## src/rtl/dm_abstract_cmd_if.sv

```systemverilog
// Abstract-command bundle between the DMI register file, the sequencer and the hart-side debug ROM.
// The slave view belongs to the sequencer; the master view drives commands and hart status.
`timescale 1ns/1ps
interface dm_abstract_cmd_if;
    logic        cmd_valid;
    logic [31:0] cmd_data;
    logic [2:0]  cmderr_clr;
    logic        hart_halted;
    logic        hart_going;
    logic        hart_done;
    logic        hart_exception;
    logic        go;
    logic [9:0]  entry_addr;
    logic [11:0] fix_reg;
    logic [1:0]  fix_size;
    logic        busy;
    logic [2:0]  cmderr;

    modport slave (
        input  cmd_valid, cmd_data, cmderr_clr,
        input  hart_halted, hart_going, hart_done, hart_exception,
        output go, entry_addr, fix_reg, fix_size, busy, cmderr
    );

    modport master (
        output cmd_valid, cmd_data, cmderr_clr,
        output hart_halted, hart_going, hart_done, hart_exception,
        input  go, entry_addr, fix_reg, fix_size, busy, cmderr
    );
endinterface

```

## src/rtl/dm_abstract_cmd.sv

```systemverilog
// Abstract-command sequencer: validates a DMI command, selects the debug-ROM routine and patch
// values, then runs the go/going/done handshake with the parked hart.
`timescale 1ns/1ps
module dm_abstract_cmd #(
    parameter int unsigned TIMEOUT_CYCLES = 1024
) (
    input logic              clk,
    input logic              rst,
    dm_abstract_cmd_if.slave bus
);
    localparam int unsigned      CNT_W     = $clog2(TIMEOUT_CYCLES) + 1;
    localparam logic [CNT_W-1:0] CNT_LIMIT = CNT_W'(TIMEOUT_CYCLES);

    typedef enum logic [1:0] {S_IDLE, S_GO, S_WAIT} state_t;

    state_t           r_state;
    logic             r_go;
    logic             r_busy;
    logic [2:0]       r_cmderr;
    logic [9:0]       r_entry;
    logic [11:0]      r_fix_reg;
    logic [1:0]       r_fix_size;
    logic [CNT_W-1:0] r_cnt;

    logic [7:0]       w_cmdtype;
    logic [2:0]       w_size;
    logic             w_postexec;
    logic             w_transfer;
    logic             w_write;
    logic [15:0]      w_regno;
    logic             w_is_reg;
    logic             w_is_mem;
    logic             w_is_csr;
    logic             w_is_gpr;
    logic             w_bad_cmd;
    logic             w_noop;
    logic [9:0]       w_entry;
    logic [11:0]      w_fix_reg;
    logic [CNT_W-1:0] w_cnt_inc;
    logic             w_timeout;
    logic             w_unused;

    assign w_cmdtype  = bus.cmd_data[31:24];
    assign w_size     = bus.cmd_data[22:20];
    assign w_postexec = bus.cmd_data[18];
    assign w_transfer = bus.cmd_data[17];
    assign w_write    = bus.cmd_data[16];
    assign w_regno    = bus.cmd_data[15:0];
    assign w_unused   = ^{bus.cmd_data[23], bus.cmd_data[19]};

    assign w_is_reg  = (w_cmdtype == 8'd0);
    assign w_is_mem  = (w_cmdtype == 8'd2);
    assign w_is_csr  = (w_regno[15:12] == 4'h0);
    assign w_is_gpr  = (w_regno[15:5] == 11'h080);
    assign w_bad_cmd = !(w_is_reg || w_is_mem) || w_postexec
                     || (w_is_reg && (w_size != 3'd2))
                     || (w_is_mem && (w_size > 3'd2))
                     || (w_is_reg && w_transfer && !(w_is_csr || w_is_gpr));
    // A register access without transfer has nothing to run on the hart.
    assign w_noop    = w_is_reg && !w_transfer;

    always_comb begin
        w_entry   = 10'h000;
        w_fix_reg = 12'h000;
        if (w_is_mem) begin
            w_entry = w_write ? 10'h1DC : 10'h1F8;
        end else if (w_is_gpr) begin
            w_fix_reg = {7'b0, w_regno[4:0]};
            if (w_regno[4:0] == 5'd8)
                w_entry = w_write ? 10'h100 : 10'h13C;
            else if (w_regno[4:0] == 5'd9)
                w_entry = w_write ? 10'h114 : 10'h150;
            else
                w_entry = w_write ? 10'h128 : 10'h160;
        end else begin
            w_fix_reg = w_regno[11:0];
            if (w_regno[11:0] == 12'h7B1)
                w_entry = w_write ? 10'h170 : 10'h1A8;
            else
                w_entry = w_write ? 10'h184 : 10'h1B8;
        end
    end

    assign w_cnt_inc = (&r_cnt) ? r_cnt : r_cnt + 1'b1;
    assign w_timeout = (w_cnt_inc >= CNT_LIMIT);

    always_ff @(posedge clk) begin
        if (rst) begin
            r_state    <= S_IDLE;
            r_go       <= 1'b0;
            r_busy     <= 1'b0;
            r_cmderr   <= 3'd0;
            r_entry    <= 10'h000;
            r_fix_reg  <= 12'h000;
            r_fix_size <= 2'd0;
            r_cnt      <= '0;
        end else begin
            // Any error raised below overrides this clear, so a set always wins.
            r_cmderr <= r_cmderr & ~bus.cmderr_clr;
            case (r_state)
                S_IDLE: begin
                    if (bus.cmd_valid && (r_cmderr == 3'd0)) begin
                        if (w_bad_cmd) begin
                            r_cmderr <= 3'd2;
                        end else if (!bus.hart_halted) begin
                            r_cmderr <= 3'd4;
                        end else if (!w_noop) begin
                            r_state    <= S_GO;
                            r_go       <= 1'b1;
                            r_busy     <= 1'b1;
                            r_cnt      <= '0;
                            r_entry    <= w_entry;
                            r_fix_reg  <= w_fix_reg;
                            r_fix_size <= w_size[1:0];
                        end
                    end
                end
                S_GO, S_WAIT: begin
                    r_cnt <= w_cnt_inc;
                    if (!bus.hart_halted) begin
                        r_state  <= S_IDLE;
                        r_go     <= 1'b0;
                        r_busy   <= 1'b0;
                        r_cmderr <= 3'd4;
                    end else if (bus.hart_exception) begin
                        r_state  <= S_IDLE;
                        r_go     <= 1'b0;
                        r_busy   <= 1'b0;
                        r_cmderr <= 3'd3;
                    end else if (bus.hart_done) begin
                        r_state <= S_IDLE;
                        r_go    <= 1'b0;
                        r_busy  <= 1'b0;
                    end else if (w_timeout) begin
                        r_state  <= S_IDLE;
                        r_go     <= 1'b0;
                        r_busy   <= 1'b0;
                        r_cmderr <= 3'd7;
                    end else if ((r_state == S_GO) && bus.hart_going) begin
                        r_state <= S_WAIT;
                        r_go    <= 1'b0;
                    end
                    if (bus.cmd_valid) begin
                        r_cmderr <= 3'd1;
                    end
                end
                default: r_state <= S_IDLE;
            endcase
        end
    end

    assign bus.go         = r_go;
    assign bus.busy       = r_busy;
    assign bus.cmderr     = r_cmderr;
    assign bus.entry_addr = r_entry;
    assign bus.fix_reg    = r_fix_reg;
    assign bus.fix_size   = r_fix_size;
endmodule

```

## src/flat_wrapper.sv

```systemverilog
// flat-port wrapper written by rule: the top's interface ports become plain ports
module dm_abstract_cmd_flat 
#(
    parameter int unsigned TIMEOUT_CYCLES = 1024
)
  (clk, rst, bus_cmd_valid, bus_cmd_data, bus_cmderr_clr, bus_hart_halted, bus_hart_going, bus_hart_done, bus_hart_exception, bus_go, bus_entry_addr, bus_fix_reg, bus_fix_size, bus_busy, bus_cmderr);
  dm_abstract_cmd_if bus_i ();
  input logic clk;
  input logic rst;
  input wire logic [$bits(bus_i.cmd_valid)-1:0] bus_cmd_valid;
  input wire logic [$bits(bus_i.cmd_data)-1:0] bus_cmd_data;
  input wire logic [$bits(bus_i.cmderr_clr)-1:0] bus_cmderr_clr;
  input wire logic [$bits(bus_i.hart_halted)-1:0] bus_hart_halted;
  input wire logic [$bits(bus_i.hart_going)-1:0] bus_hart_going;
  input wire logic [$bits(bus_i.hart_done)-1:0] bus_hart_done;
  input wire logic [$bits(bus_i.hart_exception)-1:0] bus_hart_exception;
  output wire logic [$bits(bus_i.go)-1:0] bus_go;
  output wire logic [$bits(bus_i.entry_addr)-1:0] bus_entry_addr;
  output wire logic [$bits(bus_i.fix_reg)-1:0] bus_fix_reg;
  output wire logic [$bits(bus_i.fix_size)-1:0] bus_fix_size;
  output wire logic [$bits(bus_i.busy)-1:0] bus_busy;
  output wire logic [$bits(bus_i.cmderr)-1:0] bus_cmderr;
  assign bus_i.cmd_valid = bus_cmd_valid;
  assign bus_i.cmd_data = bus_cmd_data;
  assign bus_i.cmderr_clr = bus_cmderr_clr;
  assign bus_i.hart_halted = bus_hart_halted;
  assign bus_i.hart_going = bus_hart_going;
  assign bus_i.hart_done = bus_hart_done;
  assign bus_i.hart_exception = bus_hart_exception;
  assign bus_go = bus_i.go;
  assign bus_entry_addr = bus_i.entry_addr;
  assign bus_fix_reg = bus_i.fix_reg;
  assign bus_fix_size = bus_i.fix_size;
  assign bus_busy = bus_i.busy;
  assign bus_cmderr = bus_i.cmderr;
  dm_abstract_cmd #(.TIMEOUT_CYCLES(TIMEOUT_CYCLES)) u_core (.clk(clk), .rst(rst), .bus(bus_i));
endmodule
```

## config.mk

```make
export PLATFORM = sky130hd
export DESIGN_NAME = dm_abstract_cmd_flat
export DESIGN_NICKNAME = d
export VERILOG_FILES = /design/src/rtl/dm_abstract_cmd_if.sv /design/src/rtl/dm_abstract_cmd.sv /design/src/flat_wrapper.sv
export SDC_FILE = /design/constraint.sdc
export NUM_CORES = 1
export LEC_CHECK = 0
export BUFFER_PORTS_ARGS = -buffer_cell sky130_fd_sc_hd__buf_4
export CAP_MARGIN = 20
export CORE_MARGIN = 3
export CORE_UTILIZATION = 45
export DETAILED_ROUTE_END_ITERATION = 10
export PLACE_DENSITY = 0.86
export SLEW_MARGIN = 20
export SYNTH_ARGS = -nofsm -noshare
export SYNTH_HDL_FRONTEND = slang
export SYNTH_SLANG_ARGS = --single-unit
```

## constraint.sdc

```tcl
create_clock -name clk -period 1.93 [get_ports clk]
set_input_delay 0.193 -clock clk [delete_from_list [all_inputs] [get_ports clk]]
set_output_delay 0.193 -clock clk [all_outputs]
set_load 0.05 [all_outputs]
```

# Yosys cells after proc, flatten, opt, wreduce, memory -nomap -nowiden
# Cells that the tools add are included.
# totals
ff_bits	42
inputBits	42
out_inout_bits	29
word_cells	110
# op_classes
n_addsub	1
n_lt_le_gt_ge	2
n_eq_ne	14
mux	53
bitwise	4
n_reduce_logical	28
# ops
cell	count
$mux 11	5
$mux 10	5
$mux 12	2
$mux 3	8
$pmux 11 s2	1
$mux 2	9
$mux 6	3
$reduce_and 5->1	3
$mux 7	2
$mux 1	13
$eq 12x11->1 const B	1
$reduce_and 6->1	2
$add 11x1->11 const B	1
$eq 11x8->1 const B	1
$ge 11x11->1 const B	1
$reduce_and 11->1	1
$eq 5x4->1 const B	2
$eq 8x2->1 const B	1
$logic_not 8->1	1
$mux 8	1
$logic_and 1x1->1	7
$logic_or 1x1->1	6
$ne 2x2->1 const B	3
$ne 6x4->1 const B	1
18 further kinds	22

# Logic depth before layout (Yosys ltp)
# depth
ltp_word	10
mapped_depth	10
ltp_nobuf	8

# Worst setup path before layout
# Ideal clock, no wire load.
# synth_timing
kind	register to register
startpoint	register u_core.r_cmderr[2], in the netlist u_core.bus.cmderr[2]
endpoint	register u_core.r_fix_reg[9], in the netlist u_core.bus.fix_reg[9]
setup_time_ns	0.070
arrival_time_ns	2.008
t_required_ns	1.860
slack_ns	-0.149
path_stages_with_launch	8
path_buffers	2
synth_period_minus_slack_ns	2.079
path_cell_list	dfxtp_1 nor4b_4 o2111ai_1 nor4_2 buf_4 buf_6 nand4_1 a21oi_1
# synth_between
elab_chain_cells	3
# synth_lines
item	line_no	rtl
start: declaration	dm_abstract_cmd.sv:19	logic [2:0] r_cmderr;
start signal: assignment	dm_abstract_cmd.sv:99	r_cmderr <= r_cmderr & ~bus.cmderr_clr;
$logic_not 3->1	dm_abstract_cmd.sv:102	if (bus.cmd_valid && (r_cmderr == 3'd0)) begin
$logic_and 1x1->1	dm_abstract_cmd.sv:102	
$reduce_and 5->1 (no source line)	n/a	
end signal: assignment	dm_abstract_cmd.sv:113	r_fix_reg <= w_fix_reg;
end: declaration	dm_abstract_cmd.sv:21	logic [11:0] r_fix_reg;
# No other way between the ends.
# A chain may end at the register's enable or synchronous reset.

# Final worst setup path
# layout_timing
startpoint	register u_core.r_cmderr[1], in the netlist u_core.bus.cmderr[1]
endpoint	register u_core.r_cnt[7]
# layout_between
elab_chain_cells	4
# layout_lines
item	line_no	rtl
$logic_not 3->1	dm_abstract_cmd.sv:102	
$logic_and 1x1->1	dm_abstract_cmd.sv:102	
$ne 2x1->1 (no source line)	n/a	
$reduce_and 5->1 (no source line)	n/a	
end signal: assignment	dm_abstract_cmd.sv:119	r_cnt <= w_cnt_inc;
end: declaration	dm_abstract_cmd.sv:23	logic [CNT_W-1:0] r_cnt;
# No other way between the ends.

==> flow_summary_export.csv <==
group,metric,value,unit
route,drtIter0Drc,121,
clocking,path_clk_slew,0.08,ns
pwr,irDropWorstVdd,0.2564,mV
sta,tns,-0.01626,ns
pwr,leakage,0.001308,uW
synthesis,synth-edff-count,0,
worst_setup_path,critPathLaunchType,"flop",
cells_and_area,fin_nets,405,
sta,fin_crit_sh,1.006,
cells_and_area,area_delta_synth_final,45.24,%
die,start_util,0.4837,
clocking,htreeDepth,2,
global_route,antenna_found_initial,0,
worst_setup_path,end_kind,"flop",
sta,maxSlewViolCount,0,
cells_and_area,nFillCells,344,
clocking,cts_tree,"yes",
clocking,hold_buffers,0,
synthesis,syn-cell-area,2193,um2
run_status,status,"complete, but fails checks",
route,via_count,2408,
route,final_antenna_net_count,0,
sta,setup_viol_count_final,2,
global_route,grt_max_degree,32,
sta,hold_violations,0,
synthesis,yosysMostFrequentCell,"dfxtp_1",
synthesis,ys_top_cells_by_area,"dfxtp_1 36%, a21oi_1 5.5%, nand2_1 5.5%",
min_path,hp-class,"in2reg",
cells_and_area,drive_gt1_frac,0.3866,
clocking,insertion_delay,0.30,ns
cells_and_area,largest_reg_flops,12,
synthesis,synthDominantCellAreaShare,0.3560,
placed_design,hpwl,4410,um
global_route,overflow,0,
die,rows,24,
worst_setup_path,setup.worst_path.start,"u_core.bus.cmderr[1]",
worst_setup_path,cp.arrival,2.11,ns
die,num_io_pins,71,
sta,hold_ws,0.1646,ns
clocking,cts.sinks,39,
synthesis,yosys.area.top_type,"dfxtp_1",
global_route,grt_pass1_wl,9804,um
clocking,cts.root.buffer_cell,"clkbuf_8",
sta,min_period,1.942,ns
synthesis,postSynthCellCount,265,
sta,fin_worst_skew,0.007734,ns
min_path,min_from,"bus_cmd_data[21]",
die,dieArea,5748,um2
worst_setup_path,worstPathRequired,2.09,ns
sta,finalWorstSetupSlack,-0.01229,ns
pwr,power,1683,uW
synthesis,ys_async_sr_fraction,0,
synthesis,yosys_warnings,0,
synthesis,synth.avg_cell_area,8.277,um2
synthesis,synth_flop_cell,"dfxtp_1",
die,core_area,4534,um2
run,drv_cap,0,
die,die_h,75.82,um
route,firstDrtPassIters,5,
clocking,cts-buffers-inserted,5,
cells_and_area,antennaDiodeCount,0,
worst_setup_path,path_class,"reg2reg",
synthesis,synthTopCellsByCount,"39 x dfxtp_1, 32 x nand2_1, 26 x nor2_1",
synthesis,synth-seq-cells,39,
synthesis,synth_cell_type_count,56,
synthesis,seq_area_frac_synth,0.3560,
route,routedWlPerCell,15.68,um
route,via_per_inst,5.706,
sta,rsz0062_at_grt,"true",
route,drc,0,
placed_design,place_inst,408,
global_route,grt_pass1_vias,2264,
pwr,power_density,528.4,nW/um2
placed_design,gp_congestion,0.9389,
route,wl,6618,um
die,fp.dieW,75.82,um
worst_setup_path,cp_max_fo,5,
placed_design,port_buffers,65,
global_route,grt_use_total,0.2181,
clocking,clock_path_buffers,2,
cells_and_area,instances_no_fill,422,
worst_setup_path,reg2reg_from,"u_core.bus.cmderr[1]",
run_status,violations,"setup timing",
sta,fmax,514.9,MHz
## metrics by stage
stage	utilization	instance area, um2	setup WS (ns)
after global placement	0.6421	2912	-0.1279
final	0.7025	3186	-0.01229
after global routing	0.7025	3186	-0.07621
after detailed placement	0.6421	2912	-0.1636
after CTS	0.6763	3067	-0.01811
after floorplan	-	2215	-0.01341
## final timing paths
check                                end  slack [ns]  depth (start not counted)
setup / recovery         u_core.r_cnt[7]       -0.01                          6
setup reg to reg         u_core.r_cnt[7]       -0.01                          6
hold / removal    u_core.bus.fix_size[1]        0.16                          3
hold reg to reg    u_core.bus.fix_reg[6]        0.46                          2
## layout make-up
| type | count | area [um2] | area share |
|---|---|---|---|
| Clock buffer | 7 | 107.6 | 0.03378 |
| Sequential cell | 39 | 793.3 | 0.2490 |
| Tap cell | 65 | 81.33 | 0.02553 |
| Timing Repair Buffer | 99 | 767.0 | 0.2408 |
| Inverter | 13 | 48.80 | 0.01532 |
| Clock inverter | 1 | 5.005 | 0.001571 |
| Multi-Input combinational cell | 198 | 1383 | 0.4340 |
## placed cells by master, fill, tap and decap left out, drive strengths merged, types with 4 or more instances in the layout
master,synthesis,final
nand2b,4,4
nand4,6,6
xor2,5,5
o21ai,5,5
buf,8,99
mux2i,4,4
o211ai,4,4
inv,13,13
nor3,7,7
clkbuf,9,7
a311oi,5,5
nor4,4,4
ha,7,7
a21oi,25,25
nand3,15,15
nor2,26,26
nand2,32,32
nor2b,4,4
a211oi,4,4
dfxtp,39,39
## critical path, stage by stage, from the launching register on
cell and delay [ns]:
dfxtp_4 0.36, nor4b_4 0.39, o2111ai_4 0.23, nor3_2 0.38, a41o_1 0.25, buf_4 0.15
a311oi_1 0.05
## cells by family (layout without fill, tap and decap cells)
logic type / Yosys count / count (layout) / synth area share
muxes: 4 / 4 / 0.01826
buffers and inverters: 30 / 120 / 0.06902
AOI/OAI and AO/OA: 66 / 66 / 0.2122
and+or+nand+nor: 113 / 113 / 0.2830
other: 1 / 3 / 0.001710
adders and majority gates: 7 / 7 / 0.03993
DFF: 39 / 39 / 0.3560
xor gates and xnor gates: 5 / 5 / 0.01996
## per-layer routing
metal / wire, um / track usage / vias to the layer above
met5: 0 / 0 / -
met1: 2746 / 0.2723 / 1161
li1: - / - / 1137
met3: 451 / 0.04354 / 18
met4: 114 / 0.07573 / 0
met2: 3307 / 0.3717 / 92
## timing repair
| item | in CTS | in global routing |
|---|---|---|
| cloned | 2 | 0 |
| endpoints found under the setup margin | 17 | 34 |
| pin swaps | 1 | 13 |
| buffers inserted | 1 | 3 |
| resized for setup | 7 | 20 |
## power breakdown
part | total, uW | internal, uW | switching (uW)
Clock | 664 | 366 | 297
Sequential | 810 | 806 | 3.71
Combinational | 210 | 102 | 109
Total | 1680 | 1270 | 410
No activity file was read; power rests on OpenSTA's default activity.
